<file path="src/rtl/router_fsm.sv">
// router_fsm: packet router control FSM.
// Steers header decode, first-byte/data/parity loading, FIFO-full stalls
// and waiting for the destination FIFO to drain.
// Optional feature: define ROUTER_FSM_WDOG_EN to add a WAIT_TILL_EMPTY
// watchdog that gives up after 63 cycles and pulses wdog_timeout.
// Outputs are flops loaded from the decode of the next state. Their timing
// therefore matches a decode of the state register, and no input reaches
// an output without passing through a flop.
module router_fsm (
    input  logic       clock,
    input  logic       rstn,
    input  logic       pkt_valid,
    input  logic [1:0] data_in,
    input  logic       fifo_full,
    input  logic       fifo_empty_0,
    input  logic       fifo_empty_1,
    input  logic       fifo_empty_2,
    input  logic       soft_reset_0,
    input  logic       soft_reset_1,
    input  logic       soft_reset_2,
    input  logic       parity_done,
    input  logic       low_pkt_valid,
    output logic       detect_add,
    output logic       lfd_state,
    output logic       ld_state,
    output logic       laf_state,
    output logic       full_state,
    output logic       rst_int_reg,
    output logic       write_enb_reg,
    output logic       busy,
    output logic [1:0] addr_q,
    output logic       wdog_timeout
);

    localparam int unsigned ADDR_W = 2;

    typedef enum logic [2:0] {
        DECODE_ADDRESS     = 3'd0,
        LOAD_FIRST_DATA    = 3'd1,
        LOAD_DATA          = 3'd2,
        FIFO_FULL_STATE    = 3'd3,
        LOAD_AFTER_FULL    = 3'd4,
        LOAD_PARITY        = 3'd5,
        CHECK_PARITY_ERROR = 3'd6,
        WAIT_TILL_EMPTY    = 3'd7
    } state_t;

    state_t state_q;
    state_t state_d;

    logic empty_hdr;   // empty flag of the FIFO named by the incoming header
    logic empty_sel;   // empty flag of the latched destination FIFO
    logic soft_sel;    // soft reset of the latched destination FIFO
    logic hdr_ok;      // header names a real FIFO (0..2)

    logic detect_d;
    logic lfd_d;
    logic ld_d;
    logic laf_d;
    logic full_d;
    logic rst_int_d;
    logic wen_d;
    logic busy_d;

`ifdef ROUTER_FSM_WDOG_EN
    localparam int unsigned WDOG_W   = 6;
    localparam logic [WDOG_W-1:0] WDOG_MAX = WDOG_W'(63);

    logic [WDOG_W-1:0] wdog_cnt_q;
    logic              wdog_fire;
`endif

    // Per-FIFO flag selection by header address and by latched address
    always_comb begin
        empty_hdr = 1'b0;
        empty_sel = 1'b0;
        soft_sel  = 1'b0;
        hdr_ok    = (data_in != ADDR_W'(3));
        case (data_in)
            2'd0:    empty_hdr = fifo_empty_0;
            2'd1:    empty_hdr = fifo_empty_1;
            2'd2:    empty_hdr = fifo_empty_2;
            default: empty_hdr = 1'b0;
        endcase
        case (addr_q)
            2'd0: begin
                empty_sel = fifo_empty_0;
                soft_sel  = soft_reset_0;
            end
            2'd1: begin
                empty_sel = fifo_empty_1;
                soft_sel  = soft_reset_1;
            end
            2'd2: begin
                empty_sel = fifo_empty_2;
                soft_sel  = soft_reset_2;
            end
            default: begin
                empty_sel = 1'b0;
                soft_sel  = 1'b0;
            end
        endcase
    end

    // State register
    always_ff @(posedge clock) begin
        if (!rstn) begin
            state_q <= DECODE_ADDRESS;
        end else begin
            state_q <= state_d;
        end
    end

    // Next-state logic and decode of the next state for the output flops
    always_comb begin
        state_d   = state_q;
`ifdef ROUTER_FSM_WDOG_EN
        wdog_fire = 1'b0;
`endif
        case (state_q)
            DECODE_ADDRESS: begin
                if (pkt_valid && hdr_ok) begin
                    state_d = empty_hdr ? LOAD_FIRST_DATA : WAIT_TILL_EMPTY;
                end
            end
            LOAD_FIRST_DATA: state_d = LOAD_DATA;
            LOAD_DATA: begin
                if (fifo_full) begin
                    state_d = FIFO_FULL_STATE;
                end else if (!pkt_valid) begin
                    state_d = LOAD_PARITY;
                end
            end
            FIFO_FULL_STATE: begin
                if (!fifo_full) begin
                    state_d = LOAD_AFTER_FULL;
                end
            end
            LOAD_AFTER_FULL: begin
                if (parity_done) begin
                    state_d = DECODE_ADDRESS;
                end else if (low_pkt_valid) begin
                    state_d = LOAD_PARITY;
                end else begin
                    state_d = LOAD_DATA;
                end
            end
            LOAD_PARITY: state_d = CHECK_PARITY_ERROR;
            CHECK_PARITY_ERROR: begin
                state_d = fifo_full ? FIFO_FULL_STATE : DECODE_ADDRESS;
            end
            WAIT_TILL_EMPTY: begin
                if (empty_sel) begin
                    state_d = LOAD_FIRST_DATA;
                end
`ifdef ROUTER_FSM_WDOG_EN
                else if (wdog_cnt_q == WDOG_MAX) begin
                    state_d   = DECODE_ADDRESS;
                    wdog_fire = 1'b1;
                end
`endif
            end
            default: state_d = DECODE_ADDRESS;
        endcase

        // A soft reset of the selected FIFO abandons the packet from any state
        if (soft_sel) begin
            state_d   = DECODE_ADDRESS;
`ifdef ROUTER_FSM_WDOG_EN
            wdog_fire = 1'b0;
`endif
        end

        detect_d  = (state_d == DECODE_ADDRESS);
        lfd_d     = (state_d == LOAD_FIRST_DATA);
        ld_d      = (state_d == LOAD_DATA);
        full_d    = (state_d == FIFO_FULL_STATE);
        laf_d     = (state_d == LOAD_AFTER_FULL);
        rst_int_d = (state_d == CHECK_PARITY_ERROR);
        wen_d     = (state_d == LOAD_DATA) || (state_d == LOAD_PARITY) ||
                    (state_d == LOAD_AFTER_FULL);
        busy_d    = (state_d != DECODE_ADDRESS) && (state_d != LOAD_DATA);
    end

    // State-decode output flops
    always_ff @(posedge clock) begin
        if (!rstn) begin
            detect_add    <= 1'b1;
            lfd_state     <= 1'b0;
            ld_state      <= 1'b0;
            full_state    <= 1'b0;
            laf_state     <= 1'b0;
            rst_int_reg   <= 1'b0;
            write_enb_reg <= 1'b0;
            busy          <= 1'b0;
        end else begin
            detect_add    <= detect_d;
            lfd_state     <= lfd_d;
            ld_state      <= ld_d;
            full_state    <= full_d;
            laf_state     <= laf_d;
            rst_int_reg   <= rst_int_d;
            write_enb_reg <= wen_d;
            busy          <= busy_d;
        end
    end

    // Destination address latch, loaded from a valid header
    always_ff @(posedge clock) begin
        if (!rstn) begin
            addr_q <= '0;
        end else if ((state_q == DECODE_ADDRESS) && pkt_valid && hdr_ok) begin
            addr_q <= data_in;
        end
    end

`ifdef ROUTER_FSM_WDOG_EN
    // Watchdog: clears on entry to WAIT_TILL_EMPTY, counts and saturates there
    always_ff @(posedge clock) begin
        if (!rstn) begin
            wdog_cnt_q <= '0;
        end else if ((state_d == WAIT_TILL_EMPTY) && (state_q != WAIT_TILL_EMPTY)) begin
            wdog_cnt_q <= '0;
        end else if ((state_q == WAIT_TILL_EMPTY) && (wdog_cnt_q != WDOG_MAX)) begin
            wdog_cnt_q <= wdog_cnt_q + WDOG_W'(1);
        end
    end

    // One-cycle timeout pulse aligned with the return to DECODE_ADDRESS
    always_ff @(posedge clock) begin
        if (!rstn) begin
            wdog_timeout <= 1'b0;
        end else begin
            wdog_timeout <= wdog_fire;
        end
    end
`else
    assign wdog_timeout = 1'b0;
`endif

endmodule

</file>
<file path="config.mk">
export PLATFORM = sky130hd
export DESIGN_NAME = router_fsm
export DESIGN_NICKNAME = d
export VERILOG_FILES = /design/src/rtl/router_fsm.sv
export SDC_FILE = /design/constraint.sdc
export NUM_CORES = 1
export LEC_CHECK = 0
export BUFFER_PORTS_ARGS = -buffer_cell sky130_fd_sc_hd__buf_4
export CAP_MARGIN = 20
export CORE_MARGIN = 10
export CORE_UTILIZATION = 46
export DETAILED_ROUTE_END_ITERATION = 7
export PLACE_DENSITY = 0.72
export SLEW_MARGIN = 25
export SYNTH_ARGS = -nofsm -noshare
export SYNTH_HDL_FRONTEND = slang
export SYNTH_SLANG_ARGS = --single-unit
</file>
<file path="constraint.sdc">
create_clock -name clock -period 1.85 [get_ports clock]
set_input_delay 0.185 -clock clock [delete_from_list [all_inputs] [get_ports clock]]
set_output_delay 0.185 -clock clock [all_outputs]
set_load 0.02 [all_outputs]
</file>
After elaboration in Yosys (flattened, before gate mapping). Index checks and enable logic that the tools add are counted.

Equal/unequal tests: 19. Muxes and demuxes: 14. Reduce and logical (&&, ||, !) cells: 11.

Operators by type and width (count): $mux 3 (9); $pmux 3 s8 (1); $eq 3x3->1 const B (7); $eq 3x2->1 const B (4); $pmux 1 s3 (3); $eq 3x1->1 const B (2); $logic_not 3->1 (2); $eq 2x1->1 const B (2); $eq 2x2->1 const B (2); $logic_and 1x1->1 (4); $logic_not 2->1 (2); $ne 3x2->1 const B (1); $reduce_bool 3->1 (1); $logic_or 1x1->1 (2); $mux 2 (1); $ne 2x2->1 const B (1).

Register bits: 13. Input bits: 14. Word-level logic and storage cells: 54.

Depth between registers and ports, before layout.
Depth in word-level cells: 9. Mapped depth: 6. Depth with buffers taken out: 5.

Worst setup path after synthesis. Ideal clock, no wire load.

Kind: register -> register. From: reg addr_q[0]. To: reg detect_add. Setup time: 0.116 ns. Data arrival time: 1.431 ns. Data required time: 1.734 ns. Slack: 0.303 ns. Stages on the path, launching flop included: 6. Buffers on the path: 0. Cell sequence: dfxtp_1 mux2i_1 o21ai_1 a31oi_1 and2_1 o21ai_1.

Word-level cells in the longest chain between the ends: 6.

Ends and longest elaborated chain: from (decl) (RTL line 31) `output logic [1:0] addr_q,`; from (signal assigned) (RTL line 213) `addr_q <= data_in;`; $eq 2x2->1, or another cell as far along (RTL line 85) `case (addr_q)`; $pmux 1 s3 (RTL line 85); $mux 3 (RTL line 153) `if (empty_sel) begin`; $pmux 3 s8 (RTL line 120) `case (state_q)`; $mux 3 * (RTL line 167) `if (soft_sel) begin`; $logic_not 3->1 * (RTL line 174) `detect_d = (state_d == DECODE_ADDRESS);`; to (signal assigned) (RTL line 197) `detect_add <= detect_d;`; to (decl) (RTL line 23) `output logic detect_add,`.

Every way passes the cells marked *; elsewhere a longest branch is shown, timed or not. A chain may end at the register's enable or synchronous reset.

Worst setup path in the final report.
From: reg state_q[2]. To: reg write_enb_reg.

Word-level cells in the longest chain between the ends: 7.

Ends and longest elaborated chain: from (decl) (RTL line 48) `state_t state_q;`; from (signal assigned) (RTL line 110) `state_q <= state_d;`; $mux 3 (RTL line 130) `end else if (!pkt_valid) begin`; $mux 3 (RTL line 128) `if (fifo_full) begin`; $pmux 3 s8 * (RTL line 120); $mux 3 * (RTL line 167); $eq 3x2->1 / $eq 3x3->1 (equally long branches) (RTL line 180) `wen_d = (state_d == LOAD_DATA) || (state_d == LOAD_PARITY) ||`; $logic_or 1x1->1 (RTL line 180); $logic_or 1x1->1 * (RTL line 180); to (signal assigned) (RTL line 203) `write_enb_reg <= wen_d;`; to (decl) (RTL line 29) `output logic write_enb_reg,`.

Marks and branches as above.

==> metrics.txt <==
root buffer cell sky130_fd_sc_hd__clkbuf_4; Hold-fix buffers, CTS 0; met3 demand-to-capacity share in global routing 0.0536; CP bufs+invs 0; First DRT Iteration DRCs 21; CTS H-Tree Depth 1; synthesized area divided by synthesized cell count 9.14 um2; startpoint kind of the worst setup timing path register; ant diodes 0; Area Growth Syn to Fin 29.4%; list of cells traversed by the critical path a21o_1 -> o21ai_0 -> a221o_2 -> o211ai_1 -> a21oi_1; Post-Route Skew 3.96 ps; post-DR vias/cell 5.61; hold violation count in the final report 0; maximum operating frequency 651 MHz; number of core rows 13; area after detailed placement 861 um2; Peak supply drop 507 uV; number of global-route vias before repair 563; maximum number of pins on one net before global-route repair 10; clock-pin slew of the registers on the worst-case setup and hold paths 80 ps; cell accounting for the most synthesized area sky130_fd_sc_hd__dfxtp_1; worst hold-check path type input port to register; layout filler cell count 128; Core ar. 1350 um2; die width 58.6 um; number of warnings issued by yosys 0; sequential area share after synthesis 0.380; post-CTS setup-driven buffer insertion count 0; sink count of the clock tree 13; number of nets with antenna violations after routing 0; layer with the highest usage met2; max-slew violation count 0; setup repair after global routing missed its margin no; Global Route met1 Usage 0.101; GRT Util Overall 0.0881; residual DRC count 0; height of the die 58.6 um; biggest cell delay along the critical path 510 ps; power density of the placed cells 895 nW/um2; final core occ 0.657; synth top area cells sky130_fd_sc_hd__dfxtp_1 (38%), sky130_fd_sc_hd__mux2i_1 (5.8%), sky130_fd_sc_hd__nand2_1 (3.8%), sky130_fd_sc_hd__nor2_1 (3.8%), sky130_fd_sc_hd__nand4b_4 (3.5%); wire length of the first global-routing pass 2440 um; number of flip-flops in the largest register 3; Clock Tree Buf Depth 2; syn nets 89; Setup CP Type register to register; detailed-route wire length 1590 um; number of primary I/O pins 25; fin crit share 0.830; GRT met2 Usage 0.137; Inserted Clock Buffers 3; largest register by flop count state_q; count of TritonRoute iterations in the first routing pass 4; CP top delay family compound AO/OA/AOI/OAI gates; setup_tns 0 ps; Top Registers state_q: 3 flops, addr_q: 2 flops; die area 3430 um2; top fanout value on the critical path 9; final instance area 887 um2; max-cap check violation count 0; post-DR wirelength/cell 13.8 um; total overflow reported by the global router 0; Cells after Synth 75; Tmin final 1540 ps; GP Congestion 0.768; total number of vias 645; Final setup viols 0; Gates resized, CTS repair 0; Worst Path Required 2010 ps; port bufs 23; sum of net half-perimeters after detailed placement 1270 um; flops & latches, synth 13; Synth cell types 35; share of layout cells above drive strength 1 0.370; post-layout power 0.000794 W; CTS tree yes; static leakage 0.401 nW; clk_lat worst skew 270 ps; initial core utilization 0.508; # nets final 115; endpoint class of the critical path register; cell area after synthesis 686 um2; area share of the largest cell type after synthesis 0.380; initial antenna violation count 0; outcome completed; master of the slowest instance on the critical path sky130_fd_sc_hd__dfxtp_1; arrival time of the worst setup path 1700 ps
==> layout make-up <==
cell class                      instances  area, um2  area share
Sequential cell                        13        260       0.293
Inverter                                4       15.0      0.0169
Clock buffer                            4       26.3      0.0296
Multi-Input combinational cell         55        387       0.436
Tap cell                               15       18.8      0.0212
Timing Repair Buffer                   24        180       0.203
==> stage by stage <==
step | setup slack [ps] | cells | hold slack (ps)
2_1_floorplan | 303 | 75 | 265
3_3_place_gp | 307 | 111 | 435
3_5_place_dp | 306 | 111 | 439
4_1_cts | 317 | 115 | 140
5_1_grt | 194 | 115 | 156
6_report | 314 | 115 | 148
==> worst paths after layout <==
kind                   start            end  slack [ps]  cells after the start
setup / recovery  state_q[2]  write_enb_reg         310                      5
hold / removal          rstn     detect_add         150                      2
setup reg to reg  state_q[2]  write_enb_reg         310                      5
hold reg to reg    addr_q[1]      addr_q[1]         600                      2
==> where the power goes <==
group          total (W)  internal [W]  switching [W]
Clock           0.000171     0.0000836      0.0000873
Sequential      0.000344      0.000312      0.0000320
Combinational   0.000279      0.000126       0.000154
==> synthesized netlist by cell type, drive strengths merged <==
cell type,count
nor2,9
or3,1
a31oi,2
nor3b,1
a21o,1
and2,1
o221a,1
mux2i,4
o211a,1
a211o,1
nor3,3
nand2b,3
conb,1
dfxtp,13
nand2,7
o21ai,3
nand3b,2
o2111ai,1
a221o,1
o211ai,2
buf,3
inv,3
nand4bb,1
nand4b,3
nand4,1
nand3,2
a21oi,3
clkinv,1
==> placed cells by master (no fill, tap or decap), types with 2 or more instances in the layout <==
cell type | synthesis | layout
sky130_fd_sc_hd__a21oi_1 | 2 | 2
sky130_fd_sc_hd__a31oi_1 | 2 | 2
sky130_fd_sc_hd__buf_4 | 1 | 24
sky130_fd_sc_hd__clkbuf_4 | 0 | 3
sky130_fd_sc_hd__dfxtp_1 | 13 | 13
sky130_fd_sc_hd__inv_1 | 3 | 3
sky130_fd_sc_hd__mux2i_1 | 4 | 4
sky130_fd_sc_hd__nand2_1 | 7 | 7
sky130_fd_sc_hd__nand2b_1 | 3 | 3
sky130_fd_sc_hd__nand3_1 | 2 | 2
sky130_fd_sc_hd__nand3b_1 | 2 | 2
sky130_fd_sc_hd__nand4b_1 | 2 | 2
sky130_fd_sc_hd__nor2_1 | 7 | 7
sky130_fd_sc_hd__nor2_2 | 2 | 2
sky130_fd_sc_hd__nor3_2 | 2 | 2
sky130_fd_sc_hd__o211ai_1 | 2 | 2
sky130_fd_sc_hd__o21ai_1 | 2 | 2
==> per-layer routing <==
metal / part of all wire / up-vias / wire length (um)
li1: - / 318 / -
met3: 0.082 / 2 / 130
met4: 0.0057 / 0 / 9
met1: 0.45 / 302 / 712
met2: 0.46 / 23 / 736
met5: 0 / - / 0
==> logic make-up (layout without fill, tap and decap cells) <==
group,Yosys count,in the layout,synth area share
buffers and inverters,7,32,0.0566
muxes,4,4,0.0584
AOI/OAI and AO/OA,16,16,0.182
DFF,13,13,0.380
and+or+nand+nor,34,34,0.318
other,1,1,0.00547
(Power assumes the default switching activity.)
